$ cat config.mk
export PLATFORM = sky130hd
export DESIGN_NAME = id_ex_stage_reg
export DESIGN_NICKNAME = d
export VERILOG_FILES = /design/src/rtl/id_ex_stage_reg.sv
export SDC_FILE = /design/constraint.sdc
export NUM_CORES = 1
export LEC_CHECK = 0
export CAP_MARGIN = 15
export CORE_AREA = 2 2 145 147
export DETAILED_ROUTE_END_ITERATION = 6
export DIE_AREA = 0 0 147 149
export GPL_ROUTABILITY_DRIVEN = 0
export PLACE_DENSITY = 0.63
export RECOVER_POWER = 25
export SLEW_MARGIN = 5
export SYNTH_ARGS = -nofsm -noshare
export SYNTH_HDL_FRONTEND = slang
export SYNTH_SLANG_ARGS = --single-unit
$ cat constraint.sdc
create_clock -name clk -period 4.2 [get_ports clk]
set_input_delay 0.84 -clock clk [delete_from_list [all_inputs] [get_ports clk]]
set_output_delay 0.84 -clock clk [all_outputs]
set_load 0.01 [all_outputs]
$ cat src/rtl/id_ex_stage_reg.sv
// ID/EX pipeline register with load-use stall and branch/jump flush control.
// Define HAZARD_STATS_EN to add saturating StallCnt/FlushCnt statistics outputs.
module id_ex_stage_reg #(
  parameter int XLEN = 32
`ifdef HAZARD_STATS_EN
  , parameter int CNT_W = 16
`endif
) (
  input  logic            clk,
  input  logic            rst,
  input  logic            RegWriteD,
  input  logic [1:0]      ResultSrcD,
  input  logic            MemWriteD,
  input  logic            JumpD,
  input  logic            BranchD,
  input  logic            ALUSrcD,
  input  logic [2:0]      ALUControlD,
  input  logic [XLEN-1:0] RD1_D,
  input  logic [XLEN-1:0] RD2_D,
  input  logic [XLEN-1:0] Imm_Ext_D,
  input  logic [XLEN-1:0] PCD,
  input  logic [XLEN-1:0] PCPlus4D,
  input  logic [4:0]      Rs1_D,
  input  logic [4:0]      Rs2_D,
  input  logic [4:0]      RD_D,
  input  logic            PCSrcE,
  output logic            RegWriteE,
  output logic            MemWriteE,
  output logic            JumpE,
  output logic            BranchE,
  output logic            ALUSrcE,
  output logic [1:0]      ResultSrcE,
  output logic [2:0]      ALUControlE,
  output logic [XLEN-1:0] RD1_E,
  output logic [XLEN-1:0] RD2_E,
  output logic [XLEN-1:0] Imm_Ext_E,
  output logic [XLEN-1:0] PCE,
  output logic [XLEN-1:0] PCPlus4E,
  output logic [4:0]      Rs1_E,
  output logic [4:0]      Rs2_E,
  output logic [4:0]      RD_E,
  output logic            ValidE,
  output logic            StallF,
  output logic            StallD,
  output logic            FlushD
`ifdef HAZARD_STATS_EN
  , output logic [CNT_W-1:0] StallCnt
  , output logic [CNT_W-1:0] FlushCnt
`endif
);

  localparam logic [1:0] RESULT_LOAD = 2'b01;

  typedef struct packed {
    logic            reg_write;
    logic [1:0]      result_src;
    logic            mem_write;
    logic            jump;
    logic            branch;
    logic            alu_src;
    logic [2:0]      alu_control;
    logic [XLEN-1:0] rd1;
    logic [XLEN-1:0] rd2;
    logic [XLEN-1:0] imm;
    logic [XLEN-1:0] pc;
    logic [XLEN-1:0] pc_plus4;
    logic [4:0]      rs1;
    logic [4:0]      rs2;
    logic [4:0]      rd;
    logic            valid;
  } e_fields_t;

  e_fields_t e_q;
  e_fields_t d_word;
  logic      lw_stall;
  logic      stall;
  logic      flush_e;

  assign d_word = '{reg_write: RegWriteD, result_src: ResultSrcD, mem_write: MemWriteD,
                    jump: JumpD, branch: BranchD, alu_src: ALUSrcD, alu_control: ALUControlD,
                    rd1: RD1_D, rd2: RD2_D, imm: Imm_Ext_D, pc: PCD, pc_plus4: PCPlus4D,
                    rs1: Rs1_D, rs2: Rs2_D, rd: RD_D, valid: 1'b1};

  // A bubble has RD_E=0 and ValidE=0, so it can never trigger a second stall.
  assign lw_stall = e_q.valid && (e_q.result_src == RESULT_LOAD) && e_q.reg_write &&
                    (e_q.rd != 5'd0) && ((e_q.rd == Rs1_D) || (e_q.rd == Rs2_D));
  assign stall    = lw_stall && !PCSrcE;
  assign flush_e  = lw_stall || PCSrcE;

  assign StallF = rst && stall;
  assign StallD = rst && stall;
  assign FlushD = rst && PCSrcE;

  // NOTE: sequential state uses non-blocking assignments so every register samples pre-edge values.
  always_ff @(posedge clk) begin
    if (!rst) begin
      e_q <= '0;
    end else if (flush_e) begin
      e_q <= '0;
    end else begin
      e_q <= d_word;
    end
  end

  assign RegWriteE   = e_q.reg_write;
  assign ResultSrcE  = e_q.result_src;
  assign MemWriteE   = e_q.mem_write;
  assign JumpE       = e_q.jump;
  assign BranchE     = e_q.branch;
  assign ALUSrcE     = e_q.alu_src;
  assign ALUControlE = e_q.alu_control;
  assign RD1_E       = e_q.rd1;
  assign RD2_E       = e_q.rd2;
  assign Imm_Ext_E   = e_q.imm;
  assign PCE         = e_q.pc;
  assign PCPlus4E    = e_q.pc_plus4;
  assign Rs1_E       = e_q.rs1;
  assign Rs2_E       = e_q.rs2;
  assign RD_E        = e_q.rd;
  assign ValidE      = e_q.valid;

`ifdef HAZARD_STATS_EN
  always_ff @(posedge clk) begin
    if (!rst) begin
      StallCnt <= '0;
      FlushCnt <= '0;
    end else begin
      if (stall && (StallCnt != '1)) StallCnt <= StallCnt + 1'b1;
      if (PCSrcE && (FlushCnt != '1)) FlushCnt <= FlushCnt + 1'b1;
    end
  end
`endif

endmodule

Word level (Yosys, flattened, before mapping)
Cells that the tools add are included.
{"block": "totals", "reg_bits": 186, "in_bits": 188, "wordCells": 33}
{"block": "classes", "n_mux": 1, "n_bitwise": 1, "n_eq_ne": 3, "reduce_logical": 12}
{"cell": "5-bit equality test", "n": 2}
{"cell": "1-bit logical AND", "n": 7}
{"cell": "5-bit nonzero test", "n": 1}
{"cell": "2-bit by 1-bit equality test with 1-bit output (second input constant)", "n": 1}
{"cell": "1-bit logical OR", "n": 2}
{"cell": "2-bit OR reduction", "n": 1}
{"cell": "1-bit zero test", "n": 1}
{"cell": "1-bit two-way mux", "n": 1}
{"cell": "1-bit NOT", "n": 1}

Logic depth before layout (Yosys ltp)
{"block": "logic_depth", "word_depth": 7, "ltp_mapped": 6, "ltp_nobuf": 4}

Worst setup path before layout
OpenSTA, ideal clock, no wires.
{"block": "synth_timing", "path_type": "input -> output", "startpoint": "input port Rs1_D[4]", "endpoint": "output port StallF", "stages": 6, "path_buffers": 2, "slack_ns": 1.505, "t_arrival_ns": 1.855, "t_required_ns": 3.360, "cell_sequence": "xnor2_1 > nand3_1 > o22ai_2 > buf_2 > and3_1 > buf_4"}
{"block": "synth_via", "elab_chain_len": 5}
{"item": "start, declared", "line_no": "23", "text": "input logic [4:0] Rs1_D,"}
{"item": "5-bit equality test", "line_no": "86", "text": "(e_q.rd != 5'd0) && ((e_q.rd == Rs1_D) || (e_q.rd == Rs2_D));"}
{"item": "1-bit logical OR", "line_no": "86"}
{"item": "1-bit logical AND", "line_no": "86"}
{"item": "1-bit logical AND", "line_no": "87", "text": "assign stall = lw_stall && !PCSrcE;"}
{"item": "1-bit logical AND"}
{"item": "end, declared", "line_no": "43", "text": "output logic StallF,"}
No other way between the ends.

Final worst setup path
{"block": "layout_timing", "startpoint": "input port Rs2_D[4]", "endpoint": "output port StallD"}
{"block": "layout_via", "elab_chain_len": 5}
{"item": "start, declared", "line_no": "24", "text": "input logic [4:0] Rs2_D,"}
{"item": "5-bit equality test", "line_no": "86"}
{"item": "1-bit logical OR", "line_no": "86"}
{"item": "1-bit logical AND", "line_no": "86"}
{"item": "1-bit logical AND", "line_no": "87"}
{"item": "1-bit logical AND", "line_no": "91", "text": "assign StallD = rst && stall;"}
{"item": "end, declared", "line_no": "44", "text": "output logic StallD,"}
No other way between the ends.

==> flow_summary.json <==
{
  "status": "finished, final reports clean",
  "die_width_um": 147,
  "r2r_cells": 4,
  "place_hpwl_um": 13120,
  "cp.arrival_ns": 2.86,
  "cp_data_required_time_ns": 3.36,
  "synth_top_family_by_area": "compound AO/OA/AOI/OAI gates",
  "io_buffers": 376,
  "route.detailed.drc": 0,
  "wl_per_cell_um": 15.45,
  "routed_wl_um": 19560,
  "finalCritPeriodShare_pct": 88.05,
  "post-route-util_pct": 50.23,
  "pin_count": 377,
  "whs_ns": 0.7150,
  "setup_viol_count_final": 0,
  "slew_headroom_pct": 31.81,
  "syn_avg_cell_area_um2": 9.020,
  "cp-start-kind": "input port",
  "hold_path_end": "RD1_E[29]",
  "min_period_ns": 3.698,
  "h-tree-depth": 4,
  "crit_path_cell_trace": "clkdlybuf4s50_1 -> xnor2_1 -> nand3_1 -> o22ai_4 -> and3_1 -> clkdlybuf4s50_1",
  "dieArea_um2": 21900,
  "timing.rr.end": "PCE[18]",
  "drive_above_1_share_pct": 3.935,
  "post-place-cells": 1234,
  "netlist.area_leader.share_pct": 64.40,
  "rows": 53,
  "ctsRootBufferMaster": "clkbuf_16",
  "synthSimpleGateAreaFrac_pct": 12.94,
  "critPathSlowestCell": "clkdlybuf4s50_1",
  "grt_max_degree": 187,
  "via_count": 5610,
  "fp.dieH_um": 149,
  "grt_pass1_vias": 5410,
  "worst_pin_slew_ns": 1.023,
  "fill_cells": 1938,
  "area_growth_pct": 78.58,
  "muxShareOfSynthArea_pct": 0,
  "synth-compound-area-share_pct": 16.51,
  "clk-insertion-delay-late_ns": 0.43,
  "max-cap-violations": 0,
  "hold_viol": 0,
  "vdd_drop_max_mv": 0.2786,
  "post_cts_resized": 0,
  "critPathMaxStageDelay_ns": 0.58,
  "cp_max_fo": 2,
  "dr.pass1.iters": 4,
  "rsz0062_at_grt": "false",
  "hold_start": "ValidE",
  "ys_types": 18,
  "grt_pass1_wl_um": 29660,
  "grt-ovfl-total": 0,
  "finalNonFillerCells": 1266,
  "diodes": 0,
  "hold_path_depth": 3,
  "via_per_inst": 4.431,
  "path_clk_slew_ns": 0.08,
  "synthTopCellsByArea": "dfxtp_1 64%, a21oi_1 16%, nand2_1 12%",
  "drv_slew": 0,
  "fmax_ghz": 0.2704,
  "endpoint_kind": "primary output",
  "yosysWarnings": 0,
  "rrSetupSlack_ns": 1.92,
  "syn_area_um2": 5782,
  "cts_buffers": 17,
  "ys_ff_latch": 186,
  "clockBufferDepth": 2,
  "path_class": "in2out",
  "grtUsageTotal_pct": 17.24,
  "synthCells": 641,
  "antenna_found_initial": 0,
  "skew_ns": 0.01543,
  "synth_xor_area_share_pct": 1.515,
  "critPathBufInv": 2,
  "core-area_um2": 20560,
  "cp_top_family": "buffers and inverters",
  "cts.sinks": 186,
  "ys_seq_area_share_pct": 64.40,
  "cp_common_cell": "clkdlybuf4s50_1",
  "cts_tree": "built",
  "holdCritPathClass": "reg2reg",
  "post_cts_buffers": 0,
  "synth_fp_nets": 829,
  "tns_ns": 0,
  "final_nets": 1166,
  "ant_nets": 0,
  "synth_top_area_cell": "dfxtp_1",
  "p_leak_nw": 4.244,
  "drt_iter0_drc": 255,
  "rr_startpoint": "RD_E[2]",
  "power.density_nw_per_um2": 390.8,
  "synthAdderAreaFrac_pct": 0,
  "postCtsHoldBufs": 0,
  "start_util_pct": 28.13
}
-- metrics by stage --
stage / setup WS, ns / total power, mW / cell area [µm²]
finish: 0.5021 / 4.035 / 10320
global route: 0.4136 / 4.206 / 10320
CTS: 0.4456 / 4.105 / 10320
detailed placement: 0.4676 / 2.404 / 9699
global placement: 0.4704 / 2.401 / 9699
floorplan: 1.505 / 2.051 / 5782
-- routing by layer --
metal / up-vias / global-route usage [%] / share of wire (%)
li1: 2757 / - / -
met1: 2575 / 20.32 / 41
met2: 256 / 28.83 / 48
met3: 22 / 6.972 / 9.2
met4: 0 / 5.577 / 1.6
met5: - / 0 / 0
-- sequential cells by signal, summed over array words and instances, names as in the netlist --
signal and flops:
PCE 32, ValidE 1, RD2_E 32, RD1_E 32
MemWriteE 1, Imm_Ext_E 32, ALUControlE 3, PCPlus4E 32
JumpE 1, BranchE 1, Rs2_E 5, ResultSrcE 2
ALUSrcE 1, Rs1_E 5, RegWriteE 1, RD_E 5
-- layout by cell type (no fill, tap or decap), types with 3 or more instances in the layout --
master,instances
clkdlybuf4s50_1,283
nand2_1,187
dfxtp_1,186
a21oi_1,185
dlygate4sd3_1,93
clkbuf_16,17
xnor2_1,10
inv_6,4
inv_8,3
clkinv_8,3
-- report_power, final --
group	switching [mW]	total (mW)	internal, mW
sequential	0.0200	1.85	1.83
combinational	0.195	0.493	0.298
clock	0.774	1.69	0.914
-- kinds of logic (layout without fill, tap and decap cells) --
| group | Yosys count | count (layout) |
|---|---|---|
| AOI/OAI and AO/OA | 188 | 188 |
| and+or+nand+nor | 195 | 195 |
| buffers and inverters | 62 | 412 |
| DFF | 186 | 186 |
| xor gates and xnor gates | 10 | 10 |
-- worst max-delay path by stage --
stage / start / endpoint / slack [ns] / cells after the start
floorplan: Rs1_D[4] / StallF / 1.50 / 6
global placement: Rs2_D[4] / StallD / 0.47 / 6
detailed placement: Rs2_D[4] / StallD / 0.47 / 6
CTS: Rs2_D[4] / StallD / 0.45 / 6
global route: Rs2_D[4] / StallD / 0.41 / 6
finish: Rs2_D[4] / StallD / 0.50 / 6
-- cell type report --
class / instances / area (µm²) / share of cell area (%)
tap: 275 / 344.1 / 3.333
sequential: 186 / 3724 / 36.06
multi-input combinational: 393 / 1813 / 17.56
clock buffer: 17 / 425.4 / 4.120
clock inverter: 15 / 200.2 / 1.939
timing repair buffer: 380 / 3819 / 36.98
-- synth_stat cells --
master / number
and3_1: 1
a21oi_1: 185
xnor2_1: 10
nor3_1: 1
nor2b_1: 1
clkbuf_1: 29
buf_1: 7
a21boi_0: 1
and2_1: 1
buf_2: 25
dfxtp_1: 186
nand4b_1: 1
nand2_1: 187
nor2_1: 1
nand3_1: 2
o22ai_2: 1
a21oi_2: 1
buf_4: 1
-- worst register-to-register path: cells and delay by family, from the launching register on --
kind	cells	cell delay, ns
compound gates	2	0.68
buf+inv	1	0.81
flops	1	0.48
simple gates	1	0.12
Note: power is estimated with default switching activity, not from simulation.
